--- src/rtl/cpu_pkg.sv ---
// Shared definitions for the 8-bit RISC CPU: datapath widths and the
// instruction opcode field layout.
package cpu_pkg;

  localparam int DATA_WIDTH    = 8;
  localparam int ADDRESS_WIDTH = 5;

  localparam int OPCODE_MSB = 7;
  localparam int OPCODE_LSB = 5;

  typedef enum logic [2:0] {
    OP_HLT = 3'b000,
    OP_SKZ = 3'b001,
    OP_ADD = 3'b010,
    OP_AND = 3'b011,
    OP_XOR = 3'b100,
    OP_LDA = 3'b101,
    OP_STO = 3'b110,
    OP_JMP = 3'b111
  } opcode_e;

endpackage

--- src/rtl/fetch_skid_buffer.sv ---
// Two-entry FIFO of {instruction, pc} sitting between instruction memory
// and decode. Push and pop may happen in the same cycle; flush empties it.
module fetch_skid_buffer #(
  parameter int DATA_WIDTH    = cpu_pkg::DATA_WIDTH,
  parameter int ADDRESS_WIDTH = cpu_pkg::ADDRESS_WIDTH
) (
  input  logic                     clk,
  input  logic                     rst_n,
  input  logic                     i_push,
  input  logic [DATA_WIDTH-1:0]    i_push_instruction,
  input  logic [ADDRESS_WIDTH-1:0] i_push_pc,
  input  logic                     i_pop,
  input  logic                     i_flush,
  output logic [1:0]               o_occupancy,
  output logic                     o_head_valid,
  output logic [DATA_WIDTH-1:0]    o_head_instruction,
  output logic [ADDRESS_WIDTH-1:0] o_head_pc
);

  typedef struct packed {
    logic [DATA_WIDTH-1:0]    instruction;
    logic [ADDRESS_WIDTH-1:0] pc;
  } entry_t;

  entry_t     r_mem [2];
  logic       r_wr_ptr;
  logic       r_rd_ptr;
  logic [1:0] r_count;

  always_ff @(posedge clk or negedge rst_n) begin
    if (!rst_n) begin
      // NOTE: storage is reset too (only two entries) so the head reads 0 out of reset.
      for (int i = 0; i < 2; i++) r_mem[i] <= '0;
      r_wr_ptr <= 1'b0;
      r_rd_ptr <= 1'b0;
      r_count  <= 2'd0;
    end else if (i_flush) begin
      r_wr_ptr <= 1'b0;
      r_rd_ptr <= 1'b0;
      r_count  <= 2'd0;
    end else begin
      if (i_push) begin
        r_mem[r_wr_ptr] <= '{instruction: i_push_instruction, pc: i_push_pc};
        r_wr_ptr        <= ~r_wr_ptr;
      end
      if (i_pop) r_rd_ptr <= ~r_rd_ptr;
      case ({i_push, i_pop})
        2'b10:   r_count <= r_count + 2'd1;
        2'b01:   r_count <= r_count - 2'd1;
        default: r_count <= r_count;
      endcase
    end
  end

  assign o_occupancy        = r_count;
  assign o_head_valid       = (r_count != 2'd0);
  assign o_head_instruction = r_mem[r_rd_ptr].instruction;
  assign o_head_pc          = r_mem[r_rd_ptr].pc;

endmodule

--- src/rtl/fetch_unit.sv ---
// Instruction fetch stage: PC, one-cycle memory latency tracking, redirect
// flush, and the skid buffer toward decode. Optional FETCH_HALT_EN stops fetch on HLT.
module fetch_unit #(
  parameter int DATA_WIDTH    = cpu_pkg::DATA_WIDTH,
  parameter int ADDRESS_WIDTH = cpu_pkg::ADDRESS_WIDTH,
  parameter int RESET_PC      = 0
) (
  input  logic                     clk,
  input  logic                     rst_n,
  output logic [ADDRESS_WIDTH-1:0] im_address,
  input  logic [DATA_WIDTH-1:0]    im_instruction,
  input  logic                     redirect_valid,
  input  logic [ADDRESS_WIDTH-1:0] redirect_pc,
  output logic                     out_valid,
  input  logic                     out_ready,
  output logic [DATA_WIDTH-1:0]    out_instruction,
  output logic [ADDRESS_WIDTH-1:0] out_pc,
  output logic                     halted
);

  import cpu_pkg::*;

  logic [ADDRESS_WIDTH-1:0] r_pc;
  logic [ADDRESS_WIDTH-1:0] r_inflight_pc;
  logic                     r_inflight;

  logic [1:0] w_occupancy;
  logic [2:0] w_pending;
  logic       w_pop;
  logic       w_push;
  logic       w_issue;
  logic       w_halt_hit;
  logic       w_halted;

  assign w_pop  = out_valid & out_ready;
  assign w_push = r_inflight & ~redirect_valid;

  // Entries that will occupy the buffer once the in-flight read lands; the
  // issue limit keeps that at most two, so a push can never overflow.
  assign w_pending = {1'b0, w_occupancy} + {2'b00, r_inflight} - {2'b00, w_pop};
  assign w_issue   = (w_pending < 3'd2) & ~w_halted & ~w_halt_hit & ~redirect_valid;

`ifdef FETCH_HALT_EN
  logic r_halted;

  assign w_halt_hit = r_inflight && (im_instruction[OPCODE_MSB:OPCODE_LSB] == OP_HLT);

  always_ff @(posedge clk or negedge rst_n) begin
    if (!rst_n)              r_halted <= 1'b0;
    else if (redirect_valid) r_halted <= 1'b0;
    else if (w_halt_hit)     r_halted <= 1'b1;
  end

  assign w_halted = r_halted;
`else
  assign w_halt_hit = 1'b0;
  assign w_halted   = 1'b0;
`endif

  always_ff @(posedge clk or negedge rst_n) begin
    if (!rst_n) begin
      // NOTE: state is updated with non-blocking assignments so every branch sees pre-edge values.
      r_pc          <= ADDRESS_WIDTH'(RESET_PC);
      r_inflight_pc <= '0;
      r_inflight    <= 1'b0;
    end else if (redirect_valid) begin
      r_pc       <= redirect_pc;
      r_inflight <= 1'b0;
    end else if (w_halt_hit) begin
      r_pc       <= r_inflight_pc + ADDRESS_WIDTH'(1);
      r_inflight <= 1'b0;
    end else if (w_issue) begin
      r_pc          <= r_pc + ADDRESS_WIDTH'(1);
      r_inflight_pc <= r_pc;
      r_inflight    <= 1'b1;
    end else begin
      r_inflight <= 1'b0;
    end
  end

  fetch_skid_buffer #(
    .DATA_WIDTH   (DATA_WIDTH),
    .ADDRESS_WIDTH(ADDRESS_WIDTH)
  ) u_skid (
    .clk               (clk),
    .rst_n             (rst_n),
    .i_push            (w_push),
    .i_push_instruction(im_instruction),
    .i_push_pc         (r_inflight_pc),
    .i_pop             (w_pop),
    .i_flush           (redirect_valid),
    .o_occupancy       (w_occupancy),
    .o_head_valid      (out_valid),
    .o_head_instruction(out_instruction),
    .o_head_pc         (out_pc)
  );

  assign im_address = r_pc;
  assign halted     = w_halted;

endmodule

--- config.mk ---
export PLATFORM = sky130hd
export DESIGN_NAME = fetch_unit
export DESIGN_NICKNAME = d
export VERILOG_FILES = /design/src/rtl/cpu_pkg.sv /design/src/rtl/fetch_skid_buffer.sv /design/src/rtl/fetch_unit.sv
export SDC_FILE = /design/constraint.sdc
export NUM_CORES = 1
export LEC_CHECK = 0
export ABC_AREA = 1
export BUFFER_PORTS_ARGS = -buffer_cell sky130_fd_sc_hd__buf_2
export CORE_UTILIZATION = 55
export CTS_CLUSTER_DIAMETER = 150
export DETAILED_ROUTE_END_ITERATION = 6
export HOLD_SLACK_MARGIN = 0.03
export PLACE_DENSITY = 0.8
export SLEW_MARGIN = 5
export SYNTH_ARGS = -nofsm -noshare
export SYNTH_HDL_FRONTEND = slang
export SYNTH_SLANG_ARGS = --single-unit
--- constraint.sdc ---
create_clock -name clk -period 2.6 [get_ports clk]
set_input_delay 0.13 -clock clk [delete_from_list [all_inputs] [get_ports clk]]
set_output_delay 0.13 -clock clk [all_outputs]
set_load 0.05 [all_outputs]
# After elaboration in Yosys (flattened, before gate mapping)
# Cells that the tools add are included.
[word_totals]
output_inout_bits = 20
latch_bits = 0
rom_bits = 0
wordCells = 53
n_memories = 0
register_bits = 41
in_bits = 17
ram_bits = 0
[classes]
addsub = 5
bitwise_logic = 8
n_div = 0
shifts = 0
n_eq_ne = 2
n_lt_le_gt_ge = 4
mux = 16
n_reduce_logical = 8
multipliers = 0
[op_table]
columns = ["operator", "n"]
rows = [
  ["two-way mux 13 bit", 4],
  ["bitwise mux 26 bit", 1],
  ["demux 13 bit (select 1 bit)", 1],
  ["two-way mux 5 bit", 2],
  ["nonzero test 2 bit", 4],
  ["two-way mux 1 bit", 6],
  ["adder 5 x 1 -> 5 bit, second input constant", 1],
  [">= comparator 2 bit, second input constant", 2],
  ["NOT 1 -> 2 bit", 2],
  ["one-hot mux 2 bit (2 select lines)", 1],
  ["AND reduction 2 bit", 2],
  ["adder 2 x 1 -> 3 bit", 1],
  ["AND 1 bit", 3],
  ["less-than comparator 3 x 2 -> 1 bit, second input constant", 1],
  ["NOT 1 bit", 3],
  ["nonzero test 3 bit", 1],
  ["subtractor 3 x 1 -> 3 bit", 1],
  ["adder 2 x 1 -> 2 bit, second input constant", 1],
  ["equality test 2 x 1 -> 1 bit, second input constant", 1],
  ["equality test 2 bit, second input constant", 1],
  ["less-than comparator 2 x 1 -> 1 bit, second input constant", 1],
  ["two-way mux 2 bit", 1],
  ["subtractor 2 x 1 -> 2 bit, second input constant", 1],
  ["logical AND 1 bit", 1],
]

# Depth between registers and ports, before layout
[logic_depth]
ltp_word = 7
depth_mapped = 15
depth_no_buf = 14

# By module
# A second synthesis with hierarchy kept.
[hier_totals]
cells_unflattened = 223
area_unflattened_um2 = 2107.0
[modules_own_cells]
columns = ["mod", "cells_each", "seq_area_each_um2", "instances", "area_per_inst_um2"]
rows = [
  ["fetch_skid_buffer", 139, 750.7, 1, 1470.2],
  ["fetch_unit", 84, 275.3, 1, 636.9],
]

# Least setup slack after synthesis
# OpenSTA, ideal clock, no wires.
[synth_path]
path_kind = "register to register"
start = "register u_skid.r_count[1], in the netlist u_skid.o_occupancy[1]"
end = "register r_inflight_pc[2]"
required_ns = 2.472
setup_ns = 0.128
stages_incl_launch_ff = 13
path_slack_ns = 0.190
arrival_ns = 2.282
period_less_slack_ns = 2.410
cell_sequence = "dfrtp_1 -> inv_2 -> nand2_1 -> nand2_1 -> inv_1 -> nand2_1 -> o21ai_0 -> nand2_1 -> fa_1 -> nand3_4 -> nor2_8 -> buf_12 -> o21ai_0"
[synth_between]
elab_chain_len = 6
elab_cells_between_ends = 7
classes_between = "2 x add/sub; 1 x order compare; 2 x bitwise; 2 x reduce/logical"
[synth_rtl]
columns = ["item", "line_no", "text"]
rows = [
  ["start: declaration", "fetch_skid_buffer.sv:28", "logic [1:0] r_count;"],
  ["start signal: assignment", "fetch_skid_buffer.sv:48", "2'b10: r_count <= r_count + 2'd1;"],
  ["start signal: assignment", "fetch_skid_buffer.sv:49", "2'b01: r_count <= r_count - 2'd1;"],
  ["start signal: assignment", "fetch_skid_buffer.sv:50", "default: r_count <= r_count;"],
  ["nonzero test 2 bit", "fetch_skid_buffer.sv:56", "assign o_head_valid = (r_count != 2'd0);"],
  ["named net out_valid", "fetch_unit.sv:14", "output logic out_valid,"],
  ["AND 1 bit", "fetch_unit.sv:35", "assign w_pop = out_valid & out_ready;"],
  ["subtractor 3 x 1 -> 3 bit", "fetch_unit.sv:40", "assign w_pending = {1'b0, w_occupancy} + {2'b00, r_inflight} - {2'b00, w_pop};"],
  ["less-than comparator 3 x 2 -> 1 bit", "fetch_unit.sv:41", "assign w_issue = (w_pending < 3'd2) & ~w_halted & ~w_halt_hit & ~redirect_valid;"],
  ["AND 1 bit", "fetch_unit.sv:41", ""],
  ["AND reduction 2 bit (no source line)", "n/a", ""],
  ["end signal: assignment", "fetch_unit.sv:74", "r_inflight_pc <= r_pc;"],
  ["end: declaration", "fetch_unit.sv:24", "logic [ADDRESS_WIDTH-1:0] r_inflight_pc;"],
]
# The timed path passes the listed nets, and every way through them passes these cells.
# A chain may end at the register's enable or synchronous reset.

# Final worst setup path
[layout_path]
start = "register u_skid.r_count[1], in the netlist u_skid.o_occupancy[1]"
end = "register r_inflight_pc[2]"
[layout_between]
elab_chain_len = 6
elab_cells_between_ends = 7
classes_between = "2 x add/sub; 1 x order compare; 2 x bitwise; 2 x reduce/logical"
[layout_rtl]
columns = ["item", "line_no"]
rows = [
  ["parallel branches: the longest is 2 deep, another holds adder 2 x 1 -> 3 bit", "n/a"],
  ["subtractor 3 x 1 -> 3 bit (*)", "fetch_unit.sv:40"],
  ["less-than comparator 3 x 2 -> 1 bit (*)", "fetch_unit.sv:41"],
  ["AND 1 bit (*)", "fetch_unit.sv:41"],
  ["AND reduction 2 bit (no source line) (*)", "n/a"],
]
# Mark *: on every way between the ends.

==> flow_summary.toml <==
[grt]
grt_first_pass_wirelength_um = 6969
grt_max_degree = 42
grt_pass1_vias = 1616
antenna_found_initial = 0
grt_overflow = 0
grt_use_total_pct = 22.76

[finish]
syn2layout_area_growth_pct = 12.62
fill_cells = 313
finalNetCount = 295
layout_common_cells = "100 x nand2_1, 41 x dfrtp_1, 35 x buf_2"
drive_gt1_share_pct = 21.01
antenna_cells = 0
final_util_pct = 66.48
layout_commonest_cell = "nand2_1"

[yosys]
yosys_warnings = 0
synthArstFlopShare_pct = 100.0
yosys_register_bits = 41
seq_area_frac_synth_pct = 50.49
syn_area_mm2 = 0.002032
syn_nets = 263
synth_edf_count = 0
synth_cell_type_count = 27
ys.flop_type = "dfrtp_1"
syn_area_per_cell_um2 = 8.328
syn_inst = 244

[routing]
detailedRoute.firstIterationViolations = 109
drc = 0
routed_wl_um = 3770
viasPerCell = 5.118
first_pass_iters = 4
avgRoutedWirePerCell_um = 11.71
vias = 1648
ant_nets = 0

[setup_path]
worstSetupEndpoint = "r_inflight_pc[2]"
slowest_stage = "fa_1"
arrival_ns = 2.44
critical_path.cell_chain = "inv_2 > nand2_1 > nand2_1 > inv_1 > nand2_1 > o21ai_0 > nand2_1 > fa_1 > nand3_4 > nor2_8 > nand2_1 > o21ai_0"
endpoint_kind = "flop"
critPathMaxStageDelay_ns = 0.56
cp_common_cell = "nand2_1"
r2r_slack_ns = 0.38
critPathLaunch = "u_skid.o_occupancy[1]"
cp.required_ns = 2.82
start_kind = "flop"
r2r_end = "r_inflight_pc[2]"
path_max_fanout = 13
r2r-start = "u_skid.o_occupancy[1]"
path_class = "flop to flop"
ff2ff_path_depth = 12

[floorplanning]
rows = 21
core_area_mm2 = 0.003442
die_w_um = 62.78
initial_core_util_pct = 59.03
boundaryPins = 37
dieHeight_um = 62.78
die_area_mm2 = 0.003941

[sta]
fmax_ghz = 0.4510
setup_tns_ns = 0
worstMarginPinSlew_ns = 0.8723
skew_ns = 0.003380
hold_violations = 0
post-route-period-util_pct = 85.28
slew-limit-headroom_pct = 41.85
fin_crit_ns = 2.217
rsz0062_at_grt = "no"
drv_slew = 0
setup_viol = 0

[cts]
clock_sinks = 41
cts_setup_buffers = 0
clk_pin_slew_ns = 0.07
h-tree-depth = 2
hold_buffers = 1
cts_resized = 0
cts_made_buffers = 5
cts-root-buf = "clkbuf_8"
clockBufferDepth = 2
clock_latency_ns = 0.30
cts_tree = "built"

[power_and_ir_drop]
power_per_cell_area_mw_per_mm2 = 1388
clockPowerShare_pct = 15.4
comb_power_share_pct = 48.3
switching_share_pct = 49.28
switchingPower_w = 0.001566
seq_power_share_pct = 36.3
p_int_w = 0.001612
power.leakage_nw = 1.265
ir_drop_uv = 733.8

[place]
gp_congestion = 0.7264
dp_hpwl_um = 2523
io_buffers = 35

[hold_path]
hold_start = "redirect_pc[4]"
hold_class = "input port to flop"

[outcome]
status = "completed"

[run]
max_cap_violations = 0
-- cells in the mapped netlist, types with 3 or more instances --
master	instances	area share, %
inv_1	22	4.1
o21ai_0	31	7.6
nand3_1	10	2.5
nand4_1	6	1.8
buf_6	3	1.7
dfrtp_1	41	50
buf_2	4	0.99
nand2_2	5	1.5
nand2_1	100	18
-- area by class of cell --
| type | count | area, µm² | share of cell area (%) |
|---|---|---|---|
| multi-input cells | 168 | 823.3 | 35.98 |
| clock buffers | 5 | 68.82 | 3.007 |
| repair buffers | 36 | 185.2 | 8.092 |
| flip-flops and latches | 41 | 1026 | 44.83 |
| inverters | 24 | 92.59 | 4.046 |
| clock inverters | 2 | 35.03 | 1.531 |
| well taps | 46 | 57.56 | 2.515 |
-- worst min path at each step --
stage | slack [ns] | cells after the start | endpoint
floorplan | -0.17 | 0 | im_address[0]
global placement | 0.30 | 1 | u_skid.r_mem[6]
detailed placement | 0.30 | 1 | u_skid.r_mem[6]
CTS | 0.06 | 3 | im_address[3]
global route | 0.06 | 3 | im_address[3]
finish | 0.06 | 3 | im_address[4]
-- critical path: cells and delay by family, from the launching register on --
family / cells / cell delay, ns
and+or+nand+nor: 7 / 0.82
adders and majority gates: 1 / 0.56
DFF: 1 / 0.48
AOI/OAI and AO/OA: 2 / 0.15
buffers and inverters: 2 / 0.13
-- power by group through the flow --
stage / Sequential [W] / Clock [W] / Combinational (W)
4_1_cts: 0.00115 / 0.000495 / 0.00155
5_1_grt: 0.00120 / 0.000520 / 0.00171
2_1_floorplan: 0.00121 / 0 / 0.00120
3_5_place_dp: 0.00116 / 0 / 0.00155
3_3_place_gp: 0.00115 / 0 / 0.00151
6_report: 0.00115 / 0.000490 / 0.00154
-- stage by stage --
stage                     hold WS (ns)  total power [W]  worst slack (ns)  instance area (µm²)  instances
after global routing           0.06498         0.003430            0.1434                 2288        322
after floorplan                -0.1656         0.002415            0.1901                 2032        244
after detailed placement        0.2995         0.002705            0.3979                 2175        314
after global placement          0.2972         0.002654            0.5166                 2175        314
after CTS                      0.05740         0.003194            0.3728                 2288        322
final                          0.06288         0.003177            0.3828                 2288        322
-- flip-flops by register name, indices dropped and copies added (netlist names) --
signal and flops:
im_address 5, r_inflight 1, r_inflight_pc 5, u_skid.o_occupancy 2, u_skid.r_mem 26, u_skid.r_rd_ptr 1
u_skid.r_wr_ptr 1
-- cells by family (layout without fill, tap and decap cells) --
group	after synthesis	after routing	share of synthesized area, %
compound gates	36	36	9.236
simple gates	129	129	29.50
flops	41	41	50.49
buf+inv	35	67	8.990
fa+ha+maj	2	2	1.601
other cells	1	1	0.1846
-- per-layer routing --
| metal | GRT usage [%] | up-vias | share of wire, % |
|---|---|---|---|
| li1 | - | 826 | - |
| met1 | 26.27 | 765 | 45 |
| met2 | 39.81 | 47 | 48 |
| met3 | 4.927 | 10 | 4.6 |
| met4 | 11.05 | 0 | 2.1 |
| met5 | 0 | - | 0 |
(Power assumes the default switching activity.)
